--- config.mk ---
export PLATFORM = sky130hd
export DESIGN_NAME = mul4_stream_stage
export DESIGN_NICKNAME = d
export VERILOG_FILES = /design/src/rtl/mul4_stream_stage_pkg.sv /design/src/rtl/mul4_stream_stage_array.sv /design/src/rtl/mul4_stream_stage.sv
export SDC_FILE = /design/constraint.sdc
export NUM_CORES = 1
export LEC_CHECK = 0
export ABC_AREA = 0
export ABC_CLOCK_PERIOD_IN_PS = 8250
export CORE_ASPECT_RATIO = 1.4
export CORE_MARGIN = 8
export CORE_UTILIZATION = 34
export CTS_BUF_LIST = sky130_fd_sc_hd__clkbuf_16
export DETAILED_ROUTE_END_ITERATION = 16
export HOLD_SLACK_MARGIN = 0.03
export PLACE_DENSITY_LB_ADDON = 0.1
export SETUP_SLACK_MARGIN = 0.05
export SLEW_MARGIN = 20
export SYNTH_ARGS = -nofsm -noshare
export SYNTH_HDL_FRONTEND = slang
export SYNTH_SLANG_ARGS = --single-unit
export TNS_END_PERCENT = 30
--- constraint.sdc ---
create_clock -name clk -period 8.25 [get_ports clk]
set_input_delay 1.65 -clock clk [delete_from_list [all_inputs] [get_ports clk]]
set_output_delay 1.65 -clock clk [all_outputs]
set_load 0.05 [all_outputs]
--- src/rtl/mul4_stream_stage_pkg.sv ---
// Shared widths, operand/product types and the full-adder cell used by the
// 4x4 array multiplier and its handshaked wrapper.
package mul4_stream_stage_pkg;

  localparam int MUL_W  = 4;
  localparam int PROD_W = 2 * MUL_W;

  typedef struct packed {
    logic [MUL_W-1:0] a;
    logic [MUL_W-1:0] b;
  } operand_t;

  typedef logic [PROD_W-1:0] product_t;

  // One full-adder cell: returns {carry, sum}.
  function automatic logic [1:0] full_add(input logic x, input logic y, input logic ci);
    return {(x & y) | (ci & (x ^ y)), x ^ y ^ ci};
  endfunction

endpackage

--- src/rtl/mul4_stream_stage_array.sv ---
// Combinational W x W unsigned array multiplier: AND partial products summed by
// ripple-carry rows of full-adder cells.
module mul4_array
  import mul4_stream_stage_pkg::*;
#(
  parameter int W = MUL_W
) (
  input  logic [W-1:0]   a,
  input  logic [W-1:0]   b,
  output logic [2*W-1:0] p
);

  // row[i] is the running sum after partial product i; its LSB is final.
  logic [W:0] row [W];

  assign row[0] = {1'b0, a & {W{b[0]}}};
  assign p[0]   = row[0][0];

  for (genvar i = 1; i < W; i++) begin : g_row
    logic [W-1:0] pp;
    logic [W-1:0] x;
    logic [W-1:0] s;
    logic [W:0]   c;

    assign pp   = a & {W{b[i]}};
    assign x    = row[i-1][W:1];
    assign c[0] = 1'b0;

    for (genvar j = 0; j < W; j++) begin : g_fa
      assign {c[j+1], s[j]} = full_add(x[j], pp[j], c[j]);
    end

    assign row[i] = {c[W], s};
    assign p[i]   = row[i][0];
  end

  assign p[2*W-1:W] = row[W-1][W:1];

endmodule

--- src/rtl/mul4_stream_stage.sv ---
// Two-register valid/ready wrapper around the array multiplier with a
// completed-transaction counter. Full throughput, two-cycle latency.
module mul4_stream_stage
  import mul4_stream_stage_pkg::*;
#(
  parameter int W     = MUL_W,
  parameter int CNT_W = 8
) (
  input  logic             clk,
  input  logic             rst,
  input  logic             in_valid,
  output logic             in_ready,
  input  logic [W-1:0]     in_a,
  input  logic [W-1:0]     in_b,
  output logic             out_valid,
  input  logic             out_ready,
  output logic [2*W-1:0]   out_p,
  output logic [CNT_W-1:0] done_cnt
);

  // Handshake: a beat transfers on any edge where valid & ready are both 1;
  // valid and its data hold steady until that edge, and ready may depend
  // combinationally on the downstream ready.
  logic           s1_valid;
  logic [W-1:0]   s1_a;
  logic [W-1:0]   s1_b;
  logic           s2_free;
  logic           s1_drain;
  logic [2*W-1:0] prod;

  assign s2_free  = !out_valid || out_ready;
  assign s1_drain = s1_valid && s2_free;
  assign in_ready = !s1_valid || s1_drain;

  mul4_array #(.W(W)) u_array (
    .a (s1_a),
    .b (s1_b),
    .p (prod)
  );

  always_ff @(posedge clk) begin
    if (rst) begin
      s1_valid  <= 1'b0;
      s1_a      <= '0;
      s1_b      <= '0;
      out_valid <= 1'b0;
      out_p     <= '0;
      done_cnt  <= '0;
    end else begin
      if (in_valid && in_ready) begin
        s1_a     <= in_a;
        s1_b     <= in_b;
        s1_valid <= 1'b1;
      end else if (s1_drain) begin
        s1_valid <= 1'b0;
      end

      // Stage 2 only updates when its current word is gone or leaving now.
      if (s2_free) begin
        out_valid <= s1_valid;
        if (s1_valid) out_p <= prod;
      end

      if (out_valid && out_ready) done_cnt <= done_cnt + CNT_W'(1);
    end
  end

endmodule

Word level (Yosys, flattened, before mapping):

Index checks and enable logic that the tools add are counted.

* memory bits (writable): 0
* latch bits: 0
* input bits: 12
* logic and storage cells: 70
* memories: 0
* output and inout bits: 18
* flip-flop bits (word level): 26
* bits in read-only memories: 0

* equal/unequal tests: 0
* divide/modulo/power cells: 0
* add/sub/neg operators: 1
* order comparisons: 0
* multipliers: 0
* bitwise gates (word level): 52
* reduce and logical (&&, ||, !) cells: 9
* mux-type cells: 2
* shift operators: 0

Operators by type and width (count)
* $and A1 B1 Y1: 20
* $xor A1 B1 Y1: 20
* $and A4 B4 Y4: 4
* $add A8 B1 Y8 const B: 1
* $or A1 B1 Y1: 8
* $logic_and A1 B1 Y1: 3
* $logic_not A1 Y1: 2
* $logic_or A1 B1 Y1: 2
* $mux W1: 2
* $reduce_and A2 Y1: 1
* $reduce_bool A2 Y1: 1

Logic depth before layout (Yosys ltp):

* depth after elaboration: 16
* depth in mapped cells: 15

Cells and area by module:

Synthesis repeated with hierarchy kept, for this count alone.

* cell total of the unflattened synthesis: 157
* area total of the unflattened synthesis: 1351.3 µm²

By module, submodules not included
* mul4_stream_stage: times used 1, seq. area each 520.5 µm², area an instance 1023.5 µm², cells each 121
* mul4_array: times used 1, seq. area each 0.0 µm², area an instance 327.8 µm², cells each 36

Least setup slack after synthesis:

Ideal clock, no wire load.

* path kind: flip-flop to flip-flop
* from: register s1_b[0]
* to: register out_p[6]
* cell stages (with the launch flop): 14
* arrival time: 3908 ps
* setup slack: 4272 ps
* period minus slack after synthesis: 3978 ps
* library setup time: 70 ps
* path through: dfxtp_1 and2_1 ha_1 inv_1 fa_1 fa_1 inv_1 fa_1 fa_1 fa_1 fa_1 fa_1 nand3_1 a21oi_1

* cells in the longest elaborated chain, start to end: 15

RTL lines
* start, declared: RTL line mul4_stream_stage.sv:26 `logic [W-1:0] s1_b;`
* start signal, assigned: RTL line mul4_stream_stage.sv:52 `s1_b <= in_b;`
* $and A4 B4 Y4 (*): RTL line mul4_stream_stage_array.sv:16 `assign row[0] = {1'b0, a & {W{b[0]}}};`
* $and A1 B1 Y1 / $xor A1 B1 Y1 (equally long branches): RTL line mul4_stream_stage_pkg.sv:17 `return {(x & y) | (ci & (x ^ y)), x ^ y ^ ci};`
* $and A1 B1 Y1: RTL line mul4_stream_stage_pkg.sv:17
* $or A1 B1 Y1: RTL line mul4_stream_stage_pkg.sv:17
* $and A1 B1 Y1 / $xor A1 B1 Y1 (equally long branches): RTL line mul4_stream_stage_pkg.sv:17
* $or A1 B1 Y1 / $xor A1 B1 Y1 (equally long branches): RTL line mul4_stream_stage_pkg.sv:17
* $xor A1 B1 Y1 / $and A1 B1 Y1 (equally long branches): RTL line mul4_stream_stage_pkg.sv:17
* $xor A1 B1 Y1 / $or A1 B1 Y1 (equally long branches): RTL line mul4_stream_stage_pkg.sv:17
* $xor A1 B1 Y1 / $and A1 B1 Y1 (equally long branches): RTL line mul4_stream_stage_pkg.sv:17
* $xor A1 B1 Y1 / $or A1 B1 Y1 (equally long branches): RTL line mul4_stream_stage_pkg.sv:17
* $and A1 B1 Y1 / $xor A1 B1 Y1 (equally long branches): RTL line mul4_stream_stage_pkg.sv:17
* $or A1 B1 Y1 / $xor A1 B1 Y1 (equally long branches): RTL line mul4_stream_stage_pkg.sv:17
* $and A1 B1 Y1: RTL line mul4_stream_stage_pkg.sv:17
* $or A1 B1 Y1: RTL line mul4_stream_stage_pkg.sv:17
* $xor A1 B1 Y1 (*): RTL line mul4_stream_stage_pkg.sv:17
* via prod[6]: RTL line mul4_stream_stage.sv:29 `logic [2*W-1:0] prod;`
* end signal, assigned: RTL line mul4_stream_stage.sv:61 `if (s1_valid) out_p <= prod;`
* end, declared: RTL line mul4_stream_stage.sv:17 `output logic [2*W-1:0] out_p,`

Mark *: on every way through the listed nets, which the timed path passes. The rest lies on a longest branch.
A chain may end at the register's enable or synchronous reset.

Worst setup path after layout:

* from: input out_ready
* to: output in_ready

* cells in the longest elaborated chain, start to end: 3

RTL lines
* start, declared: RTL line mul4_stream_stage.sv:16 `input logic out_ready,`
* $logic_or A1 B1 Y1: RTL line mul4_stream_stage.sv:31 `assign s2_free = !out_valid || out_ready;`
* $logic_and A1 B1 Y1: RTL line mul4_stream_stage.sv:32 `assign s1_drain = s1_valid && s2_free;`
* $logic_or A1 B1 Y1: RTL line mul4_stream_stage.sv:33 `assign in_ready = !s1_valid || s1_drain;`
* end, declared: RTL line mul4_stream_stage.sv:12 `output logic in_ready,`

No other way between the ends.

==> out/results.txt <==
Synth Warn # - 0
Synth top cells by count - dfxtp_1, a21oi_1, nand3_1
Clock Skews - 0.00204 ns
cell at the root of the clock tree - clkbuf_16
worst slew pin tran - 0.928 ns
Setup TNS Final - 0 ns
total power - 0.264 mW
post-synth net total - 179
worst reg2reg startpoint - s1_b[0]$_SDFFE_PP0P_
CP Data Required Time - 6.60 ns
total clock buffers created by CTS - 3
relative slew slack - 37.9%
Max Fclk - 192 MHz
final standard cell utilization of the core - 45.0%
cell area power density - 152 mW/mm^2
crit path max fanout - 10
DR WL/cell - 14.1 um
cell accounting for the most synthesized area - dfxtp_1
die extent in x - 69.1 um
time the worst path needs with I/O delays and setup - 5.21 ns
crit path DAT - 3.56 ns
peak supply drop - 0.0000903 V
clock tree from TritonCTS - yes
max-slew violation count - 0
count of state elements after synthesis - 26
unrepaired setup endpoints after global routing - false
sequential element share of the synthesized area - 38.7%
count leader, synth - dfxtp_1
Final Wtd Congestion - 0.784
number of core rows - 27
vias in the first global route - 1,223
final-layout worst hold slack - 0.475 ns
detailed-route vias per instance - 5.16
Initial Util - 34.9%
Cell Count Post-Placement - 219
class of the tightest hold or removal check - flip-flop to flip-flop
fillers - 393
final routed wirelength across all metal layers - 3.13 mm
Nets - 206
final-report hold violation count - 0
path type of the worst setup path - input pin to output port
htree depth - 1
via count - 1,146
synth unique cells - 23
count of clock tree sinks - 26
area of the die - 0.00625 sq mm
area of the core region - 0.00385 sq mm
min-delay src - out_p[5]$_SDFFE_PP0P_
fraction of layout cells with a size suffix above 1 - 3.91%
Cell Area, Placed - 0.00166 sq mm
crit path setup slack, layout - 3.04 ns
async set-reset flop share out of synthesis - 0%
HPWL after DPL - 2.40 mm
synthesized area - 0.00134 sq mm
setup violators final - 0
die boundary height - 90.4 um
cell types occupying the most area after synthesis - dfxtp_1, fa_1, a21oi_1
kind of start point of the critical path - input pin
count of mapped cells out of synthesis - 154
Total Routing Usage GR - 10.1%
DRC marker count from the first detailed-route iteration - 28
share of the synthesized area in the top cell type - 38.7%
number of buffers inserted by hold repair at cts - 0
worst slack after detailed placement - 3.05 ns
first element of the critical path - out_ready
final antenna diode count - 0
Port Buf Inserts - 29
average size of a mapped cell - 8.73 sq um
global-route wire length before repair - 5.40 mm
endpoint kind of the worst setup timing path - output port
final critical-path share of the clock period - 63.2%
most common flop cell mapped by yosys - dfxtp_1
number of non-filler instances in the completed layout - 222
clock slew seen by the registers of the worst setup and hold paths - 0.06 ns
final design instance area without fill - 0.00173 sq mm
number of gates given a new drive strength after cts - 0
number of enable flip-flop cells after synthesis - 0
count of buffers added by post-CTS timing repair for setup - 0
Min-Delay Path Depth - 2
total iterations of the first detailed-routing run - 4
Max-Cap Viols - 0
post-synthesis to final-layout area growth - 29.1%
run status - finished clean
number of nets with antenna violations after routing - 0
cell leakage power - 0.650 nW
clk_lat worst skew - 0.25 ns
Clock Tree Buf Depth - 2
pin count of the biggest net entering global routing - 27
antenna violations before repair - 0
drt drc - 0
worst reg2reg path depth - 13
# IOs - 30
global route overflow - 0
## cells by family after synthesis
logic type	share of synthesized area, %
buf+inv	5.21
simple gates	20.6
xor+xnor	1.30
fa+ha+maj	16.6
compound gates	17.6
flops	38.7
## power by group
group | switching, mW | leakage, nW | internal (mW)
Sequential | 0.00477 | 0.212 | 0.129
Clock | 0.0400 | 0.0370 | 0.0641
Combinational | 0.0147 | 0.401 | 0.0111
## registers in the layout (all words and copies together), names as in the netlist
name / count
done_cnt: 8
out_p: 8
out_valid: 1
s1_a: 4
s1_b: 4
s1_valid: 1
## layer usage
metal / vias to the layer above / part of all wire (%) / wire length, um / global-route usage (%)
met3: 2 / 4.5 / 142 / 2.86
met5: - / 0 / 0 / 0
met4: 0 / 0.45 / 14 / 3.09
met1: 546 / 38 / 1200 / 9.47
met2: 15 / 57 / 1770 / 20.0
li1: 583 / - / - / -
## worst max-delay path: stages
cell,delay (ns)
clkdlybuf4s50_1,0.60
and3b_1,0.31
inv_2,0.17
clkdlybuf4s50_1,0.83
## final timing paths
kind                            to  slack [ns]
max                       in_ready        3.04
min reg2reg  out_p[5]$_SDFFE_PP0P_        0.47
max reg2reg  out_p[6]$_SDFFE_PP0P_        4.07
min          out_p[5]$_SDFFE_PP0P_        0.47
## cells in the final DEF, fill, tap and decap left out
cell type and count:
clkdlybuf4s50_1 29, o21ai_0 17, inv_2 1, fa_1 8, or2b_2 1, and2_1 10
o31ai_1 3, or4_1 3, nand3_2 1, nand2_1 9, xor2_1 2, dfxtp_1 26
a311oi_1 1, clkbuf_16 3, nor2_1 2, nand4_1 1, and2b_2 1, nand3_1 19
inv_1 10, ha_1 5, and3b_1 1, a21oi_1 24, or3_1 2
## cell type report
class | count | area (sq um) | share of cell area, %
inverter | 11 | 41.3 | 2.38
timing repair buffer | 29 | 290 | 16.7
tap | 43 | 53.8 | 3.10
clock buffer | 3 | 75.1 | 4.33
multi-input combinational | 110 | 753 | 43.4
sequential | 26 | 520 | 30.0
Note: power is estimated with default switching activity, not from simulation.
==> RTL edit: new RTL, config.mk and constraints unchanged <==
`MUL_W`: 4 -> 2.
--- a/src/rtl/mul4_stream_stage_pkg.sv
+++ b/src/rtl/mul4_stream_stage_pkg.sv
@@ -2,7 +2,7 @@
 // 4x4 array multiplier and its handshaked wrapper.
 package mul4_stream_stage_pkg;
 
-  localparam int MUL_W  = 4;
+  localparam int MUL_W  = 2;
   localparam int PROD_W = 2 * MUL_W;
 
   typedef struct packed {
Interface: changed (resized in_a, in_b and out_p); port bits go from 30 to 22. The function was not compared with the original's and may differ.
==> RTL edit against the unedited design <==
Sequential power decreased by 32%. Global-route usage decreased by 1.3 points. Cell count decreased by 41%. Register-to-register slack improved by 2.8 ns. Sequential cell count decreased by 8. Synthesized area decreased by 43%. Wire length decreased by 47%. Maximum frequency increased by 1.4%. Worst setup slack improved by 0.072 ns. Final area decreased by 38%. Count of clock-buffer cells in the layout unchanged. Total power decreased by 24%. Critical path type unchanged. Critical endpoint unchanged. Largest cell class unchanged. Highest routed layer unchanged.
==> RTL edit: results (changes against the unedited design) <==
[timing]
clock_skew_ns=0.00106  ; was 0.00204 ns

[synth]
synth_area_leaders=dfxtp_1, a21oi_1, o21ai_0  ; was dfxtp_1, fa_1, a21oi_1
synth_fp_nets=99  ; was 179
post_synth_instance_area_um2=764  ; was 1340 um2
ys_top_cells_by_count=dfxtp_1, a21oi_1, o21ai_0  ; was dfxtp_1, a21oi_1, nand3_1
yosysUniqueCellTypes=21  ; was 23
ys_seq_area_share_pct=47.1  ; was 38.7%

[place]
pre_cts_ws_ns=3.12  ; was 3.05 ns
gp_congestion=0.728  ; was 0.784
dp.final_hpwl_um=1300  ; was 2400 um
dpl_cell_area_um2=995  ; was 1660 um2

[finish]
clk_share_pct=7.02  ; was 4.33%
fillers=214  ; was 393
buf_share_pct=19.6  ; was 16.7%
comb.multi_input.count=63  ; was 110
num-nets-final=123  ; was 206
regArea_um2=360  ; was 520 um2
inverters=5  ; was 11
drive_above_1_share_pct=8.18  ; was 3.91%
reg_top3=done_cnt: 8 flops, out_p: 4 flops  ; was done_cnt: 8 flops, out_p: 8 flops
nNonClkBuffers=21  ; was 29

[outcome]
status=finished, final reports clean  ; unchanged

[power]
peakVddDrop_uv=103  ; was 90.3 uV
power_leakage_nw=0.383  ; was 0.650 nW

[route]
routed_wl_um=1650  ; was 3130 um
drt-initial-drc-count=12  ; was 28

[setup_path]
critPathArrivalTime_ns=3.49  ; was 3.56 ns

[grt]
grt_pass1_vias=697  ; was 1223

[clock_network]
cts_sinks=18  ; was 26

## RTL edit: cell types whose count changed in the layout (fill, tap and decap cells not counted), sizes merged, moves of 5 or more
cell | before | now
a21oi | 24 | 16
nand2 | 9 | 3
clkdlybuf4s50 | 29 | 21
and2 | 10 | 3
dfxtp | 26 | 18
fa | 8 | 0
inv | 11 | 5
o21ai | 17 | 12
nand3 | 20 | 10
## RTL edit: path summary, 6_finish.rpt
path | startpoint | end | slack (ns) | depth (start not counted)
max reg2reg | out_valid | done_cnt[7] | 6.89 | 3
min reg2reg | done_cnt[7] | done_cnt[7] | 0.48 | 2
max | out_ready | in_ready | 3.11 | 4
min | done_cnt[7] | done_cnt[7] | 0.48 | 2
## RTL edit: report_power, final
part / switching (mW) / leakage, nW / internal, mW
logic: 0.00765 / 0.200 / 0.00616
clock network: 0.0309 / 0.0370 / 0.0637
registers: 0.00200 / 0.146 / 0.0892
total: 0.0405 / 0.383 / 0.159
## RTL edit: kinds of logic after synthesis
| family | after synthesis | synth area share [%] |
|---|---|---|
| AOI/OAI and AO/OA | 29 | 19.3 |
| and+or+nand+nor | 29 | 22.9 |
| DFF | 18 | 47.1 |
| buffers and inverters | 7 | 3.44 |
| adders and majority gates | 3 | 4.91 |
| xor gates and xnor gates | 2 | 2.29 |
## RTL edit: stage by stage
step           instances  util (%)
5_1_grt              132      49.7
2_1_floorplan         88         -
6_report             132      49.7
3_5_place_dp         129      46.2
4_1_cts              132      49.7
3_3_place_gp         129      46.2
## RTL edit: critical path: stages
cell and delay, ns:
clkdlybuf4s50_1 0.59, and3b_2 0.27, inv_1 0.14, clkdlybuf4s50_1 0.83
## RTL edit: per-layer routing
layer,GRT usage (%),routed length [um]
met3,2.97,94
met2,14.8,804
met1,8.73,703
met4,6.43,51
met5,0,0
